<file path="config.mk">
export PLATFORM = sky130hd
export DESIGN_NAME = cm811_ram_check_unit
export DESIGN_NICKNAME = d
export VERILOG_FILES = /design/src/rtl/cm811_ram_check_unit.sv
export SDC_FILE = /design/constraint.sdc
export NUM_CORES = 1
export LEC_CHECK = 0
export CORE_UTILIZATION = 48
export CTS_CLUSTER_DIAMETER = 100
export DETAILED_ROUTE_END_ITERATION = 10
export PLACE_DENSITY = 0.8
export SYNTH_ARGS = -nofsm -noshare
export SYNTH_HDL_FRONTEND = slang
export SYNTH_SLANG_ARGS = --single-unit
</file>
<file path="constraint.sdc">
create_clock -name sys_clk -period 2.4 [get_ports sys_clk]
set_input_delay 0.6 -clock sys_clk [delete_from_list [all_inputs] [get_ports sys_clk]]
set_output_delay 0.6 -clock sys_clk [all_outputs]
set_load 0.02 [all_outputs]
</file>
<file path="src/rtl/cm811_ram_check_unit.sv">
// cm811_ram_check_unit
// Per-RAM march self-test responder for the CM811 PFPGA init path.
// One check_en pulse starts the test:
//   1. Write P to every address.
//   2. For each address, read and verify P, then write ~P.
//   3. For each address, read and verify ~P.
// The outcome is a one-cycle check_done or check_error pulse.
// The first mismatch is recorded in err_addr/err_data.
// Optional build macro CM811_RAM_CHECK_CLEAR_EN: after a passing test the RAM
// is cleared to zero (one address per cycle) before check_done is pulsed.
module cm811_ram_check_unit #(
   parameter int unsigned        ADDR_W  = 10,
   parameter int unsigned        DATA_W  = 16,
   parameter int unsigned        RD_LAT  = 1,
   parameter logic [DATA_W-1:0]  PATTERN = 16'h5A5A
) (
   input  logic              sys_clk,
   input  logic              glbl_rst_n,
   input  logic              check_en,
   output logic              check_done,
   output logic              check_error,
   output logic              check_busy,
   output logic [ADDR_W-1:0] ram_addr,
   output logic              ram_we,
   output logic [DATA_W-1:0] ram_wdata,
   input  logic [DATA_W-1:0] ram_rdata,
   output logic [ADDR_W-1:0] err_addr,
   output logic [DATA_W-1:0] err_data
);

   localparam logic [ADDR_W-1:0] LAST_ADDR   = '1;
   localparam int unsigned       WAIT_W      = 2;
   // Extra cycles spent between presenting a read address and comparing.
   localparam logic [WAIT_W-1:0] WAIT_CYCLES = WAIT_W'(RD_LAT - 1);
   localparam logic [DATA_W-1:0] PATTERN_N   = ~PATTERN;

   typedef enum logic [3:0] {
      S_IDLE,
      S_WR_P,
      S_RD_P,
      S_WAIT_P,
      S_CMP_P,
      S_RD_N,
      S_WAIT_N,
      S_CMP_N,
`ifdef CM811_RAM_CHECK_CLEAR_EN
      S_CLR,
`endif
      S_FIN
   } state_e;

   state_e              state_q;
   logic [ADDR_W-1:0]   addr_q;
   logic [WAIT_W-1:0]   wait_q;
   logic                we_q;
   logic [DATA_W-1:0]   wdata_q;
   logic                done_q;
   logic                error_q;
   logic                busy_q;
   logic [ADDR_W-1:0]   err_addr_q;
   logic [DATA_W-1:0]   err_data_q;

   // Test sequencer: state, address counter and every registered output.
   // NOTE: all state here uses non-blocking assignments so every register
   // sees the pre-edge values of the others, regardless of statement order.
   always_ff @(posedge sys_clk) begin
      if (!glbl_rst_n) begin
         state_q    <= S_IDLE;
         addr_q     <= '0;
         wait_q     <= '0;
         we_q       <= 1'b0;
         wdata_q    <= '0;
         done_q     <= 1'b0;
         error_q    <= 1'b0;
         busy_q     <= 1'b0;
         err_addr_q <= '0;
         err_data_q <= '0;
      end else begin
         // Result flags are single-cycle; they are raised only on the
         // terminal transitions below.
         done_q  <= 1'b0;
         error_q <= 1'b0;

         unique case (state_q)
            S_IDLE: begin
               if (check_en) begin
                  err_addr_q <= '0;
                  err_data_q <= '0;
                  addr_q     <= '0;
                  we_q       <= 1'b1;
                  wdata_q    <= PATTERN;
                  busy_q     <= 1'b1;
                  state_q    <= S_WR_P;
               end
            end

            S_WR_P: begin
               if (addr_q == LAST_ADDR) begin
                  addr_q  <= '0;
                  we_q    <= 1'b0;
                  state_q <= S_RD_P;
               end else begin
                  addr_q <= addr_q + ADDR_W'(1);
               end
            end

            // The ~P write-back must land in the compare cycle, and outputs
            // are registered, so ram_we/ram_wdata are raised on entry to
            // CMP_P. On a mismatch the stray write is harmless because the
            // test is abandoned at that point.
            S_RD_P: begin
               if (WAIT_CYCLES == '0) begin
                  we_q    <= 1'b1;
                  wdata_q <= PATTERN_N;
                  state_q <= S_CMP_P;
               end else begin
                  wait_q  <= WAIT_CYCLES - WAIT_W'(1);
                  state_q <= S_WAIT_P;
               end
            end

            S_WAIT_P: begin
               if (wait_q == '0) begin
                  we_q    <= 1'b1;
                  wdata_q <= PATTERN_N;
                  state_q <= S_CMP_P;
               end else begin
                  wait_q <= wait_q - WAIT_W'(1);
               end
            end

            S_CMP_P: begin
               we_q <= 1'b0;
               if (ram_rdata != PATTERN) begin
                  err_addr_q <= addr_q;
                  err_data_q <= ram_rdata;
                  error_q    <= 1'b1;
                  busy_q     <= 1'b0;
                  addr_q     <= '0;
                  state_q    <= S_IDLE;
               end else if (addr_q == LAST_ADDR) begin
                  addr_q  <= '0;
                  state_q <= S_RD_N;
               end else begin
                  addr_q  <= addr_q + ADDR_W'(1);
                  state_q <= S_RD_P;
               end
            end

            S_RD_N: begin
               if (WAIT_CYCLES == '0) begin
                  state_q <= S_CMP_N;
               end else begin
                  wait_q  <= WAIT_CYCLES - WAIT_W'(1);
                  state_q <= S_WAIT_N;
               end
            end

            S_WAIT_N: begin
               if (wait_q == '0) begin
                  state_q <= S_CMP_N;
               end else begin
                  wait_q <= wait_q - WAIT_W'(1);
               end
            end

            S_CMP_N: begin
               if (ram_rdata != PATTERN_N) begin
                  err_addr_q <= addr_q;
                  err_data_q <= ram_rdata;
                  error_q    <= 1'b1;
                  busy_q     <= 1'b0;
                  addr_q     <= '0;
                  state_q    <= S_IDLE;
               end else if (addr_q == LAST_ADDR) begin
                  addr_q  <= '0;
`ifdef CM811_RAM_CHECK_CLEAR_EN
                  we_q    <= 1'b1;
                  wdata_q <= '0;
                  state_q <= S_CLR;
`else
                  state_q <= S_FIN;
`endif
               end else begin
                  addr_q  <= addr_q + ADDR_W'(1);
                  state_q <= S_RD_N;
               end
            end

`ifdef CM811_RAM_CHECK_CLEAR_EN
            S_CLR: begin
               if (addr_q == LAST_ADDR) begin
                  addr_q  <= '0;
                  we_q    <= 1'b0;
                  state_q <= S_FIN;
               end else begin
                  addr_q <= addr_q + ADDR_W'(1);
               end
            end
`endif

            S_FIN: begin
               done_q  <= 1'b1;
               busy_q  <= 1'b0;
               state_q <= S_IDLE;
            end

            default: begin
               we_q    <= 1'b0;
               busy_q  <= 1'b0;
               addr_q  <= '0;
               state_q <= S_IDLE;
            end
         endcase
      end
   end

   assign check_done  = done_q;
   assign check_error = error_q;
   assign check_busy  = busy_q;
   assign ram_addr    = addr_q;
   assign ram_we      = we_q;
   assign ram_wdata   = wdata_q;
   assign err_addr    = err_addr_q;
   assign err_data    = err_data_q;

endmodule

</file>
==> metrics.txt, run 1 <==
Net Count, Synth=320; commonest non-fill, non-tap cell in the layout=clkdlybuf4s50_1; via count=2,273; CP peak stage delay=0.50 ns; most frequent cells in the layout=clkdlybuf4s50_1 (74), nand2_1 (69), dfxtp_1 (48), mux2i_1 (27), nor2_1 (14); Critical Path Start=ram_rdata[6]; row cnt=26; GRT overflow=0; TritonRoute pass-1 iters=4; CTS tree=done; Synth Warn #=0; CP Cell Sequence=clkdlybuf4s50_1 -> and4bb_2 -> nand4_2 -> o22ai_2 -> nor3b_4 -> buf_12 -> mux2i_1; H-Tree Depth=2; PwrDens=512 nW/um2; Fillers=443; final max-slew violation count=0; via count of the first global-routing pass=2,128; worst clock skew=0.00741 ns; # clock sinks=48; Hold Fails Final Rpt=0; Ant. Diodes=0; CTS Buf Count=5; CTS Buffer Depth=2; Total GRT Usage=0.209; Req. time, crit path=2.63 ns; RSZ-0062 raised after global routing=no; FMAX=0.480 GHz; TNS Setup=0 ns; layout cells sized above 1=0.114; Routed WL=5810 um; Die Y=76.3 um; last element of the critical path=err_data[2]; cts repair resizes=0; nets=380; total of max-cap violations=0; post-route cell area=3480 um2; number of enable-type register cells in the synthesized netlist=0; Post-CTS Setup Bufs=0; reg2reg start=ram_addr[0]; antenna violations before repair=0; Mapped Cells=299; status=completed; startpoint types=primary input; vias per cell=5.29; Tmin final=2.08 ns; port buffer count=74; mapped cell area=2650 um2; Setup Viol. Count Final=0; DP Area=3360 um2; Reg2Reg Setup Slack=0.41 ns; Routed Antenna Nets=0; Seq/Total Area, Yosys=0.363; worst-path maximum fanout=14; Slew @ Worst Pin=0.564 ns; global-route wire length before repair=9900 um; Reg-to-Reg End=state_q[2]; Worst VDD drop=0.438 mV; Post-CTS Hold Fix Bufs=0; gpl congestion=0.808; top cells by area, synth=dfxtp_1 (36%), mux2i_1 (10%), nand2_1 (9.8%); kind of critical path=in2reg; ys flop type=dfxtp_1; share of the synthesized area in the top cell type=0.363; CTS root buf=clkbuf_8; P_leak=1.24 nW; Hold Crit Class=reg2reg; Cell variety after synth=54; Die ar.=5820 um2; Initial Utilization=0.509; I/O Pins=75; CP endpoint kind=register; Slowest cell on crit path=clkdlybuf4s50_1; Reg clk slew, reported paths=0.09 ns; Remaining DRCs=0; worst skew pair latency=0.30 ns; FF+latch count, synth=48; Yosys top cell by area=dfxtp_1; cell count along the critical path=7; Area Growth Syn to Fin=31.5%; min-delay src=err_addr[4]; core area=5200 um2; Worst Path Buf+Inv=2; largest net degree at the start of global routing=37; DP HPWL=4310 um; cell family with most CP delay=buffers and inverters; Die Wd=76.3 um; Initial DRC Count=143; max_slew headroom=0.624; fin crit share=0.868; crit path DAT=2.32 ns; Mean Syn Cell Area=8.86 um2; async set-reset flop share out of synthesis=0; Wirelength per Cell=13.5 um; R2R depth=6
worst min path at each step:
stage               slack, ns  cells after the start           to
CTS                      0.46                      2  err_addr[3]
finish                   0.46                      2  err_addr[4]
detailed placement       0.45                      2  err_addr[3]
floorplan                0.47                      1    wait_q[1]
global placement         0.44                      2  err_data[0]
global route             0.48                      2  err_data[1]
logic make-up after synthesis:
logic type,count (synthesis),share of synthesized area
AO/OA/AOI/OAI,35,0.102
XOR/XNOR,10,0.0331
adder cells (fa/ha/maj),2,0.00945
buffers and inverters,36,0.101
flip-flops,48,0.363
multiplexers,27,0.102
AND/OR/NAND/NOR,141,0.291
through the flow:
| step | util | setup WS (ns) | hold slack [ns] | total power, mW | instances |
|---|---|---|---|---|---|
| after detailed placement | 0.645 | 0.00265 | 0.449 | 1.16 | 422 |
| after CTS | 0.669 | 0.310 | 0.462 | 1.80 | 430 |
| final | 0.669 | 0.317 | 0.458 | 1.78 | 430 |
| after global routing | 0.669 | 0.165 | 0.481 | 1.85 | 430 |
| after floorplan | - | 0.573 | 0.472 | 1.08 | 299 |
| after global placement | 0.645 | 0.0234 | 0.443 | 1.16 | 422 |
power breakdown:
group	internal (mW)	switching [mW]
clock	0.368	0.270
sequential	0.810	0.0232
combinational	0.155	0.157
total	1.33	0.451
worst register-to-register path, stage by stage, from the launching register on:
cell and delay [ns]:
dfxtp_1 0.45, ha_1 0.29, and4_1 0.28, nand3_1 0.19, o21ai_0 0.27, nand2_1 0.14, o41ai_1 0.27
synth_stat cells (2+ instances only):
| cell type | n |
|---|---|
| nor4_1 | 2 |
| a21oi_1 | 7 |
| clkbuf_1 | 6 |
| mux2i_1 | 27 |
| nand2b_1 | 5 |
| nor2_1 | 14 |
| buf_4 | 17 |
| buf_12 | 2 |
| nor3_1 | 9 |
| xnor2_1 | 9 |
| nand2_1 | 69 |
| buf_2 | 4 |
| nand3b_1 | 3 |
| nand3_1 | 6 |
| dfxtp_1 | 48 |
| o41ai_1 | 3 |
| buf_6 | 4 |
| inv_1 | 3 |
| a211oi_1 | 4 |
| nor3b_1 | 3 |
| and2_1 | 2 |
| nor2b_1 | 3 |
| ha_1 | 2 |
| nand4_1 | 3 |
| and4bb_2 | 6 |
| o211ai_1 | 3 |
| and4bb_1 | 2 |
| o21ai_0 | 5 |
| o211a_1 | 3 |
metal layers:
layer,track usage,part of all wire,up-vias
met5,0,0,-
li1,-,-,1148
met3,0.0383,0.049,10
met4,0.0712,0.014,0
met2,0.357,0.48,62
met1,0.263,0.46,1053
registers in the layout, summed over array words and instances, names as in the netlist:
name and count:
check_busy 1, check_done 1, check_error 1, err_addr 10, err_data 16, ram_addr 10
ram_wdata 2, ram_we 1, state_q 4, wait_q 2
cell type report:
cell class                 instances  area (um2)  area share
multi-input combinational        215        1430       0.410
timing repair buffer              86         868       0.249
tap                               70        87.6      0.0252
clock buffer                       7        96.3      0.0277
inverter                           3        11.3     0.00323
sequential                        48         961       0.276
clock inverter                     1        30.0     0.00862
Note: power is estimated with default switching activity, not from simulation.
==> run 2: changes to the inputs <==
- CORE_UTILIZATION: 48 -> 45
- PLACE_DENSITY: 0.8 -> 0.76
==> metrics.txt, run 2 (same netlist as run 1, synthesis figures left out) <==
Reg2Reg Setup Slack=0.36 ns; min-delay src=err_data[7]; I/O Pins=75; CTS Buf Count=5; CTS root buf=clkbuf_8; global-route wire length before repair=9930 um; CTS Buffer Depth=2; Setup Viol. Count Final=0; Non-Filler Instances=434; final core occ=0.620; startpoint types=primary input; worst clock skew=0.00736 ns; Post-CTS Hold Fix Bufs=0; max reg flops=16; max_slew headroom=0.662; Routed Antenna Nets=0; Area Growth Syn to Fin=30.5%; Placed Instances=426; layout cells sized above 1=0.119; H-Tree Depth=2; via count of the first global-routing pass=2,124; worst-path maximum fanout=3; total of max-cap violations=0; reg2reg start=ram_addr[0]; Post-CTS Setup Bufs=0; Hold Crit Class=reg2reg; gpl congestion=0.888; Critical Path Start=ram_rdata[6]; Die Y=78.7 um; vias per cell=5.30; final max-slew violation count=0; Remaining DRCs=0; cts repair resizes=0; GR Util met2=0.331; met3 global-route usage=0.0402; via count=2,300; TritonRoute pass-1 iters=4; core area=5570 um2; RSZ-0062 raised after global routing=no; most frequent cells in the layout=clkdlybuf4s50_1 (74), nand2_1 (69), dfxtp_1 (48), mux2i_1 (27), nor2_1 (14); Req. time, crit path=2.60 ns; Initial Utilization=0.475; CP endpoint kind=register; row cnt=27; commonest non-fill, non-tap cell in the layout=clkdlybuf4s50_1; largest net degree at the start of global routing=27; Die ar.=6200 um2; Tmin final=2.15 ns; Ant. Diodes=0; CTS tree=done; R2R depth=6; post-route cell area=3460 um2; antenna violations before repair=0; nets=382; port buffer count=74; Total GRT Usage=0.202; # clock sinks=48; Initial DRC Count=112; fin crit share=0.894; Power, Total=1.66 mW; crit path DAT=2.34 ns; most crowded layer after global routing=met2; PwrDens=480 nW/um2; Worst VDD drop=0.305 mV; P_leak=1.24 nW; grt met1 use=0.258; Die Wd=78.7 um; TNS Setup=0 ns; Hold Fails Final Rpt=0; Min-Delay Path Depth=2; DP HPWL=4330 um; Routed WL=5890 um; DP Area=3360 um2; GRT overflow=0; status=completed; worst skew pair latency=0.30 ns; kind of critical path=in2reg; Wirelength per Cell=13.6 um; Reg clk slew, reported paths=0.09 ns; FMAX=0.466 GHz; Slew @ Worst Pin=0.506 ns
[run 2: cell type report]
| cell class | instances | area (um2) |
|---|---|---|
| multi-input combinational | 215 | 1430 |
| fill | 492 | 2120 |
| timing repair buffer | 88 | 871 |
| inverter | 3 | 11.3 |
| sequential | 48 | 961 |
| clock inverter | 2 | 13.8 |
| clock buffer | 6 | 82.6 |
| tap | 72 | 90.1 |
[run 2: through the flow]
| stage | hold WS, ns | setup WS [ns] |
|---|---|---|
| finish | 0.460 | 0.254 |
| global route | 0.487 | 0.0243 |
| CTS | 0.464 | 0.270 |
| detailed placement | 0.451 | -0.0577 |
| global placement | 0.444 | 0.0265 |
| floorplan | 0.472 | 0.573 |
[run 2: worst paths after layout]
path / endpoint
max: state_q[0]
min: err_data[7]
min reg2reg: err_data[7]
max reg2reg: state_q[0]
[run 2: per-layer routing]
metal  vias up  share of wire  wire [um]
li1       1147              -          -
met1      1071           0.46       2710
met2        73           0.47       2770
met3         9          0.056        332
met4         0          0.014         84
met5         -              0          0
[run 2: power breakdown]
part | switching (mW) | total, mW | internal, mW
sequential | 0.0240 | 0.834 | 0.810
combinational | 0.158 | 0.312 | 0.153
clock | 0.279 | 0.514 | 0.236
total | 0.461 | 1.66 | 1.20
[run 2: worst max-delay path, stage by stage]
cell and delay, ns:
clkdlybuf4s50_1 0.45, and4bb_2 0.33, nand4_2 0.11, buf_4 0.16, nor3_1 0.19, a211oi_1 0.11, o41ai_1 0.39
==> run 3: changes to the inputs <==
- GPL_ROUTABILITY_DRIVEN: default -> 1
==> results of run 3 <==
The final DEF is identical to that of run 2; final timing and power are the same.
